File: config.mk
export PLATFORM = sky130hd
export DESIGN_NAME = bcd_round_seq_flat
export DESIGN_NICKNAME = d
export VERILOG_FILES = /design/src/rtl/bcd_round_pkg.sv /design/src/rtl/bcd_round_seq_if.sv /design/src/rtl/bcd_round_decide.sv /design/src/rtl/bcd_round_seq.sv /design/src/flat_wrapper.sv
export SDC_FILE = /design/constraint.sdc
export NUM_CORES = 1
export LEC_CHECK = 0
export CELL_PAD_IN_SITES_DETAIL_PLACEMENT = 0
export CELL_PAD_IN_SITES_GLOBAL_PLACEMENT = 1
export CORE_MARGIN = 2
export CORE_UTILIZATION = 37
export CTS_CLUSTER_DIAMETER = 50
export DETAILED_ROUTE_END_ITERATION = 10
export PLACE_DENSITY = 0.85
export SKIP_LAST_GASP = 1
export SLEW_MARGIN = 5
export SYNTH_ARGS = -nofsm -noshare
export SYNTH_HDL_FRONTEND = slang
export SYNTH_SLANG_ARGS = --single-unit
File: constraint.sdc
create_clock -name clk -period 8.46 [get_ports clk]
set_input_delay 0.846 -clock clk [delete_from_list [all_inputs] [get_ports clk]]
set_output_delay 0.846 -clock clk [all_outputs]
set_load 0.1 [all_outputs]
File: src/rtl/bcd_round_pkg.sv
// Shared definitions for the sequential BCD rounder.
//   - MODE_*  : 2-bit rounding mode codes carried on in_mode
//   - ST_*    : FSM state encoding of bcd_round_seq
//   - bcd_inc : single-digit BCD increment returning {carry, next}
package bcd_round_pkg;

  localparam logic [1:0] MODE_TRUNC     = 2'd0;
  localparam logic [1:0] MODE_HALF_UP   = 2'd1;
  localparam logic [1:0] MODE_HALF_EVEN = 2'd2;
  localparam logic [1:0] MODE_UP        = 2'd3;

  localparam logic [1:0] ST_IDLE   = 2'd0;
  localparam logic [1:0] ST_RIPPLE = 2'd1;
  localparam logic [1:0] ST_DONE   = 2'd2;

  // Any digit >= 9 (illegal 10..15 included) wraps to 0 with carry.
  function automatic logic [4:0] bcd_inc(input logic [3:0] digit);
    if (digit >= 4'd9) begin
      return {1'b1, 4'd0};
    end
    return {1'b0, digit + 4'd1};
  endfunction

endpackage

File: src/rtl/bcd_round_seq_if.sv
// Handshake bundle for bcd_round_seq.
//   master : producer of input words / consumer of results (e.g. testbench)
//   slave  : the rounder itself
interface bcd_round_seq_if #(
  parameter int unsigned NDIG = 7,
  parameter int unsigned KEEP = 6
);
  logic                  in_valid;
  logic                  in_ready;
  logic [4*NDIG-1:0]     in_digits;
  logic [1:0]            in_mode;
  logic                  out_valid;
  logic                  out_ready;
  logic [4*KEEP-1:0]     out_digits;
  logic                  out_ovf;
  logic                  out_rounded;
  logic                  out_err;

  modport master (
    output in_valid, in_digits, in_mode, out_ready,
    input  in_ready, out_valid, out_digits, out_ovf, out_rounded, out_err
  );

  modport slave (
    input  in_valid, in_digits, in_mode, out_ready,
    output in_ready, out_valid, out_digits, out_ovf, out_rounded, out_err
  );
endinterface

File: src/rtl/bcd_round_decide.sv
// Combinational round-up decision for an NDIG-digit BCD word keeping KEEP digits.
//   in_digits : packed BCD input, digit i at [4i+3:4i]
//   in_mode   : rounding mode (MODE_*)
//   round_up  : kept part must be incremented
//   err       : some input digit is > 9
module bcd_round_decide
  import bcd_round_pkg::*;
#(
  parameter int unsigned NDIG = 7,
  parameter int unsigned KEEP = 6
) (
  input  logic [4*NDIG-1:0] in_digits,
  input  logic [1:0]        in_mode,
  output logic              round_up,
  output logic              err
);

  localparam int unsigned D = NDIG - KEEP;

  logic [3:0] guard;
  logic [3:0] lsd;
  logic       sticky;

  assign guard = in_digits[4*(D-1) +: 4];
  assign lsd   = in_digits[4*D +: 4];

  always_comb begin
    err = 1'b0;
    for (int i = 0; i < int'(NDIG); i++) begin
      if (in_digits[4*i +: 4] > 4'd9) err = 1'b1;
    end
    // Everything below the guard digit; empty when only one digit is dropped.
    sticky = 1'b0;
    for (int j = 0; j < int'(D) - 1; j++) begin
      if (in_digits[4*j +: 4] != 4'd0) sticky = 1'b1;
    end
  end

  always_comb begin
    round_up = 1'b0;
    unique case (in_mode)
      MODE_TRUNC:     round_up = 1'b0;
      MODE_HALF_UP:   round_up = (guard >= 4'd5);
      MODE_HALF_EVEN: round_up = (guard > 4'd5) || ((guard == 4'd5) && (sticky || lsd[0]));
      MODE_UP:        round_up = (guard != 4'd0) || sticky;
      default:        round_up = 1'b0;
    endcase
  end

endmodule

File: src/rtl/bcd_round_seq.sv
// Sequential BCD rounder: keeps the upper KEEP of NDIG BCD digits and rounds
// them by a runtime mode, rippling the increment carry one digit per clock.
//   clk, rst : clock, asynchronous active-high reset
//   bus      : slave side of bcd_round_seq_if (in/out valid-ready handshakes,
//              in_digits/in_mode, out_digits/out_ovf/out_rounded/out_err)
module bcd_round_seq
  import bcd_round_pkg::*;
#(
  parameter int unsigned NDIG = 7,
  parameter int unsigned KEEP = 6
) (
  input  logic           clk,
  input  logic           rst,
  bcd_round_seq_if.slave bus
);

  localparam int unsigned D  = NDIG - KEEP;
  localparam int unsigned IW = (KEEP > 1) ? $clog2(KEEP) : 1;

  if (KEEP < 1 || KEEP >= NDIG) begin : g_bad_params
    $error("bcd_round_seq: KEEP must satisfy 1 <= KEEP < NDIG");
  end

  logic [1:0]            state_q, state_d;
  logic [IW-1:0]         idx_q, idx_d;
  logic [KEEP-1:0][3:0]  dig_q, dig_d;
  logic                  ovf_q, ovf_d;
  logic                  rnd_q, rnd_d;
  logic                  err_q, err_d;
  logic                  round_up;
  logic                  err;
  logic [3:0]            cur;
  logic [4:0]            inc;

  bcd_round_decide #(
    .NDIG (NDIG),
    .KEEP (KEEP)
  ) u_decide (
    .in_digits (bus.in_digits),
    .in_mode   (bus.in_mode),
    .round_up  (round_up),
    .err       (err)
  );

  // Digit currently being incremented.
  always_comb begin
    cur = 4'd0;
    for (int k = 0; k < int'(KEEP); k++) begin
      if (idx_q == IW'(k)) cur = dig_q[k];
    end
  end

  assign inc = bcd_inc(cur);

  always_comb begin
    state_d = state_q;
    idx_d   = idx_q;
    dig_d   = dig_q;
    ovf_d   = ovf_q;
    rnd_d   = rnd_q;
    err_d   = err_q;
    unique case (state_q)
      ST_IDLE: begin
        if (bus.in_valid) begin
          for (int k = 0; k < int'(KEEP); k++) begin
            dig_d[k] = bus.in_digits[4*(int'(D)+k) +: 4];
          end
          rnd_d   = round_up;
          err_d   = err;
          ovf_d   = 1'b0;
          idx_d   = '0;
          state_d = round_up ? ST_RIPPLE : ST_DONE;
        end
      end
      ST_RIPPLE: begin
        for (int k = 0; k < int'(KEEP); k++) begin
          if (idx_q == IW'(k)) dig_d[k] = inc[3:0];
        end
        if (!inc[4]) begin
          state_d = ST_DONE;
        end else if (idx_q == IW'(KEEP - 1)) begin
          ovf_d   = 1'b1;
          state_d = ST_DONE;
        end else begin
          idx_d = idx_q + IW'(1);
        end
      end
      ST_DONE: begin
        if (bus.out_ready) begin
          ovf_d   = 1'b0;
          state_d = ST_IDLE;
        end
      end
      default: state_d = ST_IDLE;
    endcase
  end

  always_ff @(posedge clk or posedge rst) begin
    if (rst) begin
      state_q <= ST_IDLE;
      idx_q   <= '0;
      dig_q   <= '0;
      ovf_q   <= 1'b0;
      rnd_q   <= 1'b0;
      err_q   <= 1'b0;
    end else begin
      state_q <= state_d;
      idx_q   <= idx_d;
      dig_q   <= dig_d;
      ovf_q   <= ovf_d;
      rnd_q   <= rnd_d;
      err_q   <= err_d;
    end
  end

  assign bus.in_ready    = (state_q == ST_IDLE);
  assign bus.out_valid   = (state_q == ST_DONE);
  assign bus.out_digits  = dig_q;
  assign bus.out_ovf     = ovf_q;
  assign bus.out_rounded = rnd_q;
  assign bus.out_err     = err_q;

endmodule

File: src/flat_wrapper.sv
// flat-port wrapper written by rule: the top's interface ports become plain ports
module bcd_round_seq_flat import bcd_round_pkg::*;
#(
  parameter int unsigned NDIG = 7,
  parameter int unsigned KEEP = 6
)
  (clk, rst, bus_in_valid, bus_in_digits, bus_in_mode, bus_out_ready, bus_in_ready, bus_out_valid, bus_out_digits, bus_out_ovf, bus_out_rounded, bus_out_err);
  bcd_round_seq_if #(.NDIG(NDIG), .KEEP(KEEP)) bus_i ();
  input  logic clk;
  input  logic rst;
  input wire logic [$bits(bus_i.in_valid)-1:0] bus_in_valid;
  input wire logic [$bits(bus_i.in_digits)-1:0] bus_in_digits;
  input wire logic [$bits(bus_i.in_mode)-1:0] bus_in_mode;
  input wire logic [$bits(bus_i.out_ready)-1:0] bus_out_ready;
  output wire logic [$bits(bus_i.in_ready)-1:0] bus_in_ready;
  output wire logic [$bits(bus_i.out_valid)-1:0] bus_out_valid;
  output wire logic [$bits(bus_i.out_digits)-1:0] bus_out_digits;
  output wire logic [$bits(bus_i.out_ovf)-1:0] bus_out_ovf;
  output wire logic [$bits(bus_i.out_rounded)-1:0] bus_out_rounded;
  output wire logic [$bits(bus_i.out_err)-1:0] bus_out_err;
  assign bus_i.in_valid = bus_in_valid;
  assign bus_i.in_digits = bus_in_digits;
  assign bus_i.in_mode = bus_in_mode;
  assign bus_i.out_ready = bus_out_ready;
  assign bus_in_ready = bus_i.in_ready;
  assign bus_out_valid = bus_i.out_valid;
  assign bus_out_digits = bus_i.out_digits;
  assign bus_out_ovf = bus_i.out_ovf;
  assign bus_out_rounded = bus_i.out_rounded;
  assign bus_out_err = bus_i.out_err;
  bcd_round_seq #(.NDIG(NDIG), .KEEP(KEEP)) u_core (.clk(clk), .rst(rst), .bus(bus_i));
endmodule
==> results of run 1 <==
==> registers in the layout, summed over array words and instances, names as in the netlist <==
signal	flops
u_core.bus.out_digits	24
u_core.idx_q	3
u_core.state_q	2
u_core.bus.out_err	1
u_core.bus.out_ovf	1
u_core.bus.out_rounded	1
==> worst max-delay path: stages, from the launching register on <==
cell	delay [ps]
dfrtp_1	410
inv_1	100
ha_1	590
o21ai_2	170
and3_1	220
nor3_1	230
inv_2	160
ha_1	220
a311o_1	330
nor3_2	420
nor3_2	210
o41ai_1	430
==> synthesized netlist by cell type, drive strengths merged (3+ instances only) <==
library cell / instances
dfrtp: 32
nor2: 21
clkbuf: 9
nand2b: 3
o31ai: 8
inv: 13
a31oi: 8
o41ai: 6
nor2b: 5
nor3: 5
o21ai: 16
or4: 3
nand2: 28
ha: 8
a21oi: 34
and3: 7
buf: 6
nand3b: 6
==> path summary, 6_finish.rpt <==
| check | from | to | slack, ps | cells after the start |
|---|---|---|---|---|
| min reg2reg | u_core.bus.out_rounded | u_core.bus.out_rounded | 480 | 1 |
| max reg2reg | u_core.idx_q[1] | u_core.bus.out_digits[23] | 4850 | 11 |
| max in group asynchronous | rst | u_core.bus.out_digits[6] | 7220 | 3 |
| max | u_core.idx_q[1] | u_core.bus.out_digits[23] | 4850 | 11 |
| min | u_core.bus.out_rounded | u_core.bus.out_rounded | 480 | 1 |
| min in group asynchronous | rst | u_core.bus.out_rounded | 940 | 3 |
==> logic make-up after synthesis <==
family / Yosys count / synth area share
simple gates: 86 / 0.210
compound gates: 96 / 0.299
flops: 32 / 0.380
mux: 1 / 0.00475
buf+inv: 28 / 0.0593
fa+ha+maj: 8 / 0.0475
==> per-stage QoR <==
step           worst slack [ps]  hold slack [ps]
2_1_floorplan              5490              506
3_3_place_gp               5000              462
3_5_place_dp               4920              465
4_1_cts                    4870              480
5_1_grt                    4570              521
6_report                   4850              481
==> layer usage <==
metal,vias to the layer above,track usage
met3,11,0.0633
met2,85,0.346
met1,1007,0.299
li1,1043,-
met4,0,0.0897
met5,-,0
==> cell type report <==
class / count / area [µm²] / area share
repair buffers: 64 / 636 / 0.223
clock buffers: 8 / 90.1 / 0.0316
flip-flops and latches: 32 / 801 / 0.281
well taps: 72 / 90.1 / 0.0316
multi-input cells: 191 / 1190 / 0.416
inverters: 13 / 48.8 / 0.0171
==> flow_metrics.tcl, run 1 <==
set metrics [dict create \
    outcome "finished, final reports clean" \
    nets 349 \
    nFillCells 529 \
    synthCells 251 \
    drive_above_1_share 0.0552 \
    finalClockSkew_ps 7.24 \
    wl_met1_mm 3.04 \
    cts_resized 0 \
    core_area_um2 5510 \
    netlist_top_cells_area "dfrtp_1, a21oi_1, nand2_1" \
    cp_max_fo 22 \
    fin_util 0.518 \
    dr_wl_met2_mm 3.02 \
    min_period_ps 3610 \
    dieArea_um2 6320 \
    drt_iter0_drc 202 \
    hold_viol_final 0 \
    io_pins 63 \
    final.period_utilization 0.427 \
    avgSynthCellArea_um2 8.40 \
    netlist_area_um2 2110 \
    wire_per_inst_um 17.7 \
    worst_pin_slew_ps 997 \
    yosys_warnings 0 \
    antenna_cells 0 \
    wl_met3_um 548 \
    port_buffers 62 \
    cts_max_path_buffers 2 \
    clock_sinks 32 \
    drt_pass1_iterations 4 \
    synth_nets 293 \
    max_freq_ghz 0.277 \
    ant_nets 0 \
    dp_hpwl_mm 4.96 \
    layout.cells.most_common "clkdlybuf4s50_1" \
    yosys.area.top_type_share 0.380 \
    rows 27 \
    cts_tree "done" \
    drv_slew 0 \
    grt_pass1_wl_mm 10.8 \
    viasPerCell 5.65 \
    clock_latency_ps 290 \
    stdcell_count 380 \
    root_buffer "clkbuf_8" \
    synth-main-ff-cell "dfrtp_1" \
    ys_ff_latch 32 \
    grt_antenna_before_repair 0 \
    hold_buffers 0 \
    rsz0062_at_grt "no" \
    die_h_um 79.5 \
    synth_top_area_cell "dfrtp_1" \
    post_cts_buffers 0 \
    synth_enable_flop_cells 0 \
    routed_wl_mm 6.72 \
    max-slew-margin-rel 0.333 \
    grt_max_degree 33 \
    grt_usage 0.225 \
    most-common-layout-cells "clkdlybuf4s50_1, a21oi_1, dfrtp_1" \
    fin_area_um2 2850 \
    die_x_um 79.5 \
    crit_required_ps 8640 \
    maxCapViolCount 0 \
    cts_made_buffers 5 \
    grt_pass1_vias 2121 \
    drc 0 \
    globalplace.congestion 0.921 \
    grt_overflow_total 0 \
    end_kind "flip-flop" \
    clkTransAtPathRegs_ps 70 \
    cts_max_level 2 \
    area_growth_syn_to_layout_pct 35.3 \
    worst_setup_path_start_kind "flip-flop" \
    postPlaceCellArea_um2 2760 \
    start_util 0.383 \
    hp-class "reg -> reg" \
    finalSetupViolCount 0 \
    vias 2146 \
    top_layer_used "met4" \
    async_flop_share 1.00 \
    dp.cells 372 \
    cp.arrival_ps 3790 \
    synth-seq-area-share 0.380 \
    path_class "reg -> reg" \
    post_synth_num_cell_types 50 \
    tns_ps 0 \
]
Power of run 1 is left out: the tool's default activity adds up to more than one toggle a clock period on the data nets, which glitch-free logic cannot reach.
==> inputs of run 2 (changes only) <==
--- a/config.mk
+++ b/config.mk
@@ -8,10 +8,10 @@
 export CELL_PAD_IN_SITES_DETAIL_PLACEMENT = 0
 export CELL_PAD_IN_SITES_GLOBAL_PLACEMENT = 1
 export CORE_MARGIN = 2
-export CORE_UTILIZATION = 37
+export CORE_UTILIZATION = 31
 export CTS_CLUSTER_DIAMETER = 50
 export DETAILED_ROUTE_END_ITERATION = 10
-export PLACE_DENSITY = 0.85
+export PLACE_DENSITY = 0.76
 export SKIP_LAST_GASP = 1
 export SLEW_MARGIN = 5
 export SYNTH_ARGS = -nofsm -noshare
==> constraint.sdc (replaced) <==
create_clock -name clk -period 3.3 [get_ports clk]
set_input_delay 0.33 -clock clk [delete_from_list [all_inputs] [get_ports clk]]
set_output_delay 0.33 -clock clk [all_outputs]
set_load 0.1 [all_outputs]
==> flow_metrics.tcl, run 2 (synthesized netlist as in run 1, its figures left out) <==
set metrics [dict create \
    io_pins 63 \
    routed_wl_mm 6.96 \
    crit_top_cell "ha_1" \
    rows 30 \
    reg2reg_slack_ps 220 \
    worst_setup_path_start_kind "flip-flop" \
    place_ws_ps 19.4 \
    globalplace.congestion 0.875 \
    whs_ps 432 \
    core_area_um2 6680 \
    start_util 0.316 \
    dieArea_um2 7480 \
    cts_tree "done" \
    cp_max_fo 12 \
    finalSetupViolCount 0 \
    drc 0 \
    wire_per_inst_um 17.5 \
    cp_top_family "compound AO/OA/AOI/OAI gates" \
    end_kind "flip-flop" \
    reg2reg_depth 12 \
    timing.rr.end "u_core.bus.out_digits[4]" \
    clock_latency_ps 280 \
    drt_pass1_iterations 4 \
    max_freq_ghz 0.324 \
    drive_above_1_share 0.104 \
    worst_pin_slew_ps 992 \
    postPlaceCellArea_um2 2840 \
    critPathMaxStageDelay_ps 450 \
    grt_overflow_total 0 \
    viasPerCell 5.46 \
    cts_max_level 2 \
    largest_reg_flops 24 \
    fin_area_um2 2940 \
    setup_slack_ps 217 \
    most-common-layout-cells "clkdlybuf4s50_1, a21oi_1, dfrtp_1" \
    hold_viol_final 0 \
    hold_buffers 0 \
    nFillCells 666 \
    ant_nets 0 \
    port_buffers 62 \
    cts_max_path_buffers 2 \
    min_period_ps 3080 \
    timing.rr.start "u_core.idx_q[0]" \
    grt_max_degree 33 \
    dp_hpwl_mm 5.26 \
    crit_required_ps 3490 \
    path_class "reg -> reg" \
    clkTransAtPathRegs_ps 70 \
    root_buffer "clkbuf_8" \
    tns_ps 0 \
    max-slew-margin-rel 0.337 \
    maxCapViolCount 0 \
    crit_buf_inv 2 \
    area_growth_syn_to_layout_pct 39.4 \
    multi_input_comb_area_um2 1210 \
    die_h_um 86.5 \
    nets 359 \
    hp-class "in -> async" \
    cts_made_buffers 5 \
    grt_usage 0.198 \
    cp_slowest_cell "dfrtp_1" \
    rsz0062_at_grt "no" \
    vias 2166 \
    cp_cell_sequence "ha_1 > ha_2 > or2_1 > a211oi_2 > nor3_2 > inv_2 > ha_1 > a311o_1 > nor3_4 > buf_4 > o21ai_1 > o31ai_1" \
    seqCellArea_um2 801 \
    final.period_utilization 0.934 \
    grt_pass1_vias 2186 \
    die_x_um 86.5 \
    drv_slew 0 \
    grt_antenna_before_repair 0 \
    clock_sinks 32 \
    antenna_cells 0 \
    layout.cells.most_common "clkdlybuf4s50_1" \
    outcome "finished, final reports clean" \
    finalClockSkew_ps 7.49 \
    cp.arrival_ps 3270 \
    post_cts_buffers 0 \
    drt_iter0_drc 223 \
    grt_pass1_wl_mm 11.4 \
]
[run 2: changes by cell type in the layout (fill, tap and decap cells not counted), sizes merged]
cell | previous run | this run
buf | 2 | 14
clkinv | 0 | 1
clkdlybuf4s50 | 62 | 60
clkbuf | 8 | 6
[run 2: layout make-up]
| class | count | area share |
|---|---|---|
| clock buffers | 6 | 0.0247 |
| clock inverters | 1 | 0.00170 |
| inverters | 13 | 0.0166 |
| multi-input cells | 191 | 0.410 |
| flip-flops and latches | 32 | 0.272 |
| well taps | 80 | 0.0341 |
| repair buffers | 74 | 0.240 |
[run 2: routing by layer]
metal / vias to the layer above / track usage / wire length (µm)
met5: - / 0 / 0
met4: 0 / 0.0469 / 42
met3: 2 / 0.0438 / 420
met2: 70 / 0.335 / 3340
met1: 1032 / 0.260 / 3160
li1: 1062 / - / -
[run 2: worst max-delay path by stage]
stage | start | endpoint | slack, ps | depth (start not counted)
global route | u_core.idx_q[0] | u_core.bus.out_digits[16] | 20 | 12
detailed placement | u_core.idx_q[0] | u_core.bus.out_digits[20] | 20 | 12
floorplan | u_core.idx_q[0] | u_core.bus.out_digits[11] | 330 | 11
CTS | u_core.idx_q[1] | u_core.bus.out_digits[4] | 90 | 12
global placement | u_core.idx_q[0] | u_core.bus.out_digits[12] | 120 | 12
finish | u_core.idx_q[0] | u_core.bus.out_digits[4] | 220 | 12
[run 2: timing repair]
item / CTS / global route
endpoints found under the setup margin: 1 / 21
gates resized for setup: 1 / 5
endpoints found under the hold margin: 0 / 0
[run 2: worst reg2reg max path, cell delays in order, from the launching register on]
cell      delay, ps
dfrtp_1         450
ha_1            210
ha_2            330
or2_1           230
a211oi_2         60
nor3_2          240
inv_2            60
ha_1            200
a311o_1         370
nor3_4          190
buf_4           180
o21ai_1         200
o31ai_1         270
[run 2: through the flow]
stage | std cells | utilization
floorplan | 251 | -
global placement | 390 | 0.425
detailed placement | 390 | 0.425
CTS | 397 | 0.437
global route | 397 | 0.440
finish | 397 | 0.440
Power of run 2 is left out for the same reason.
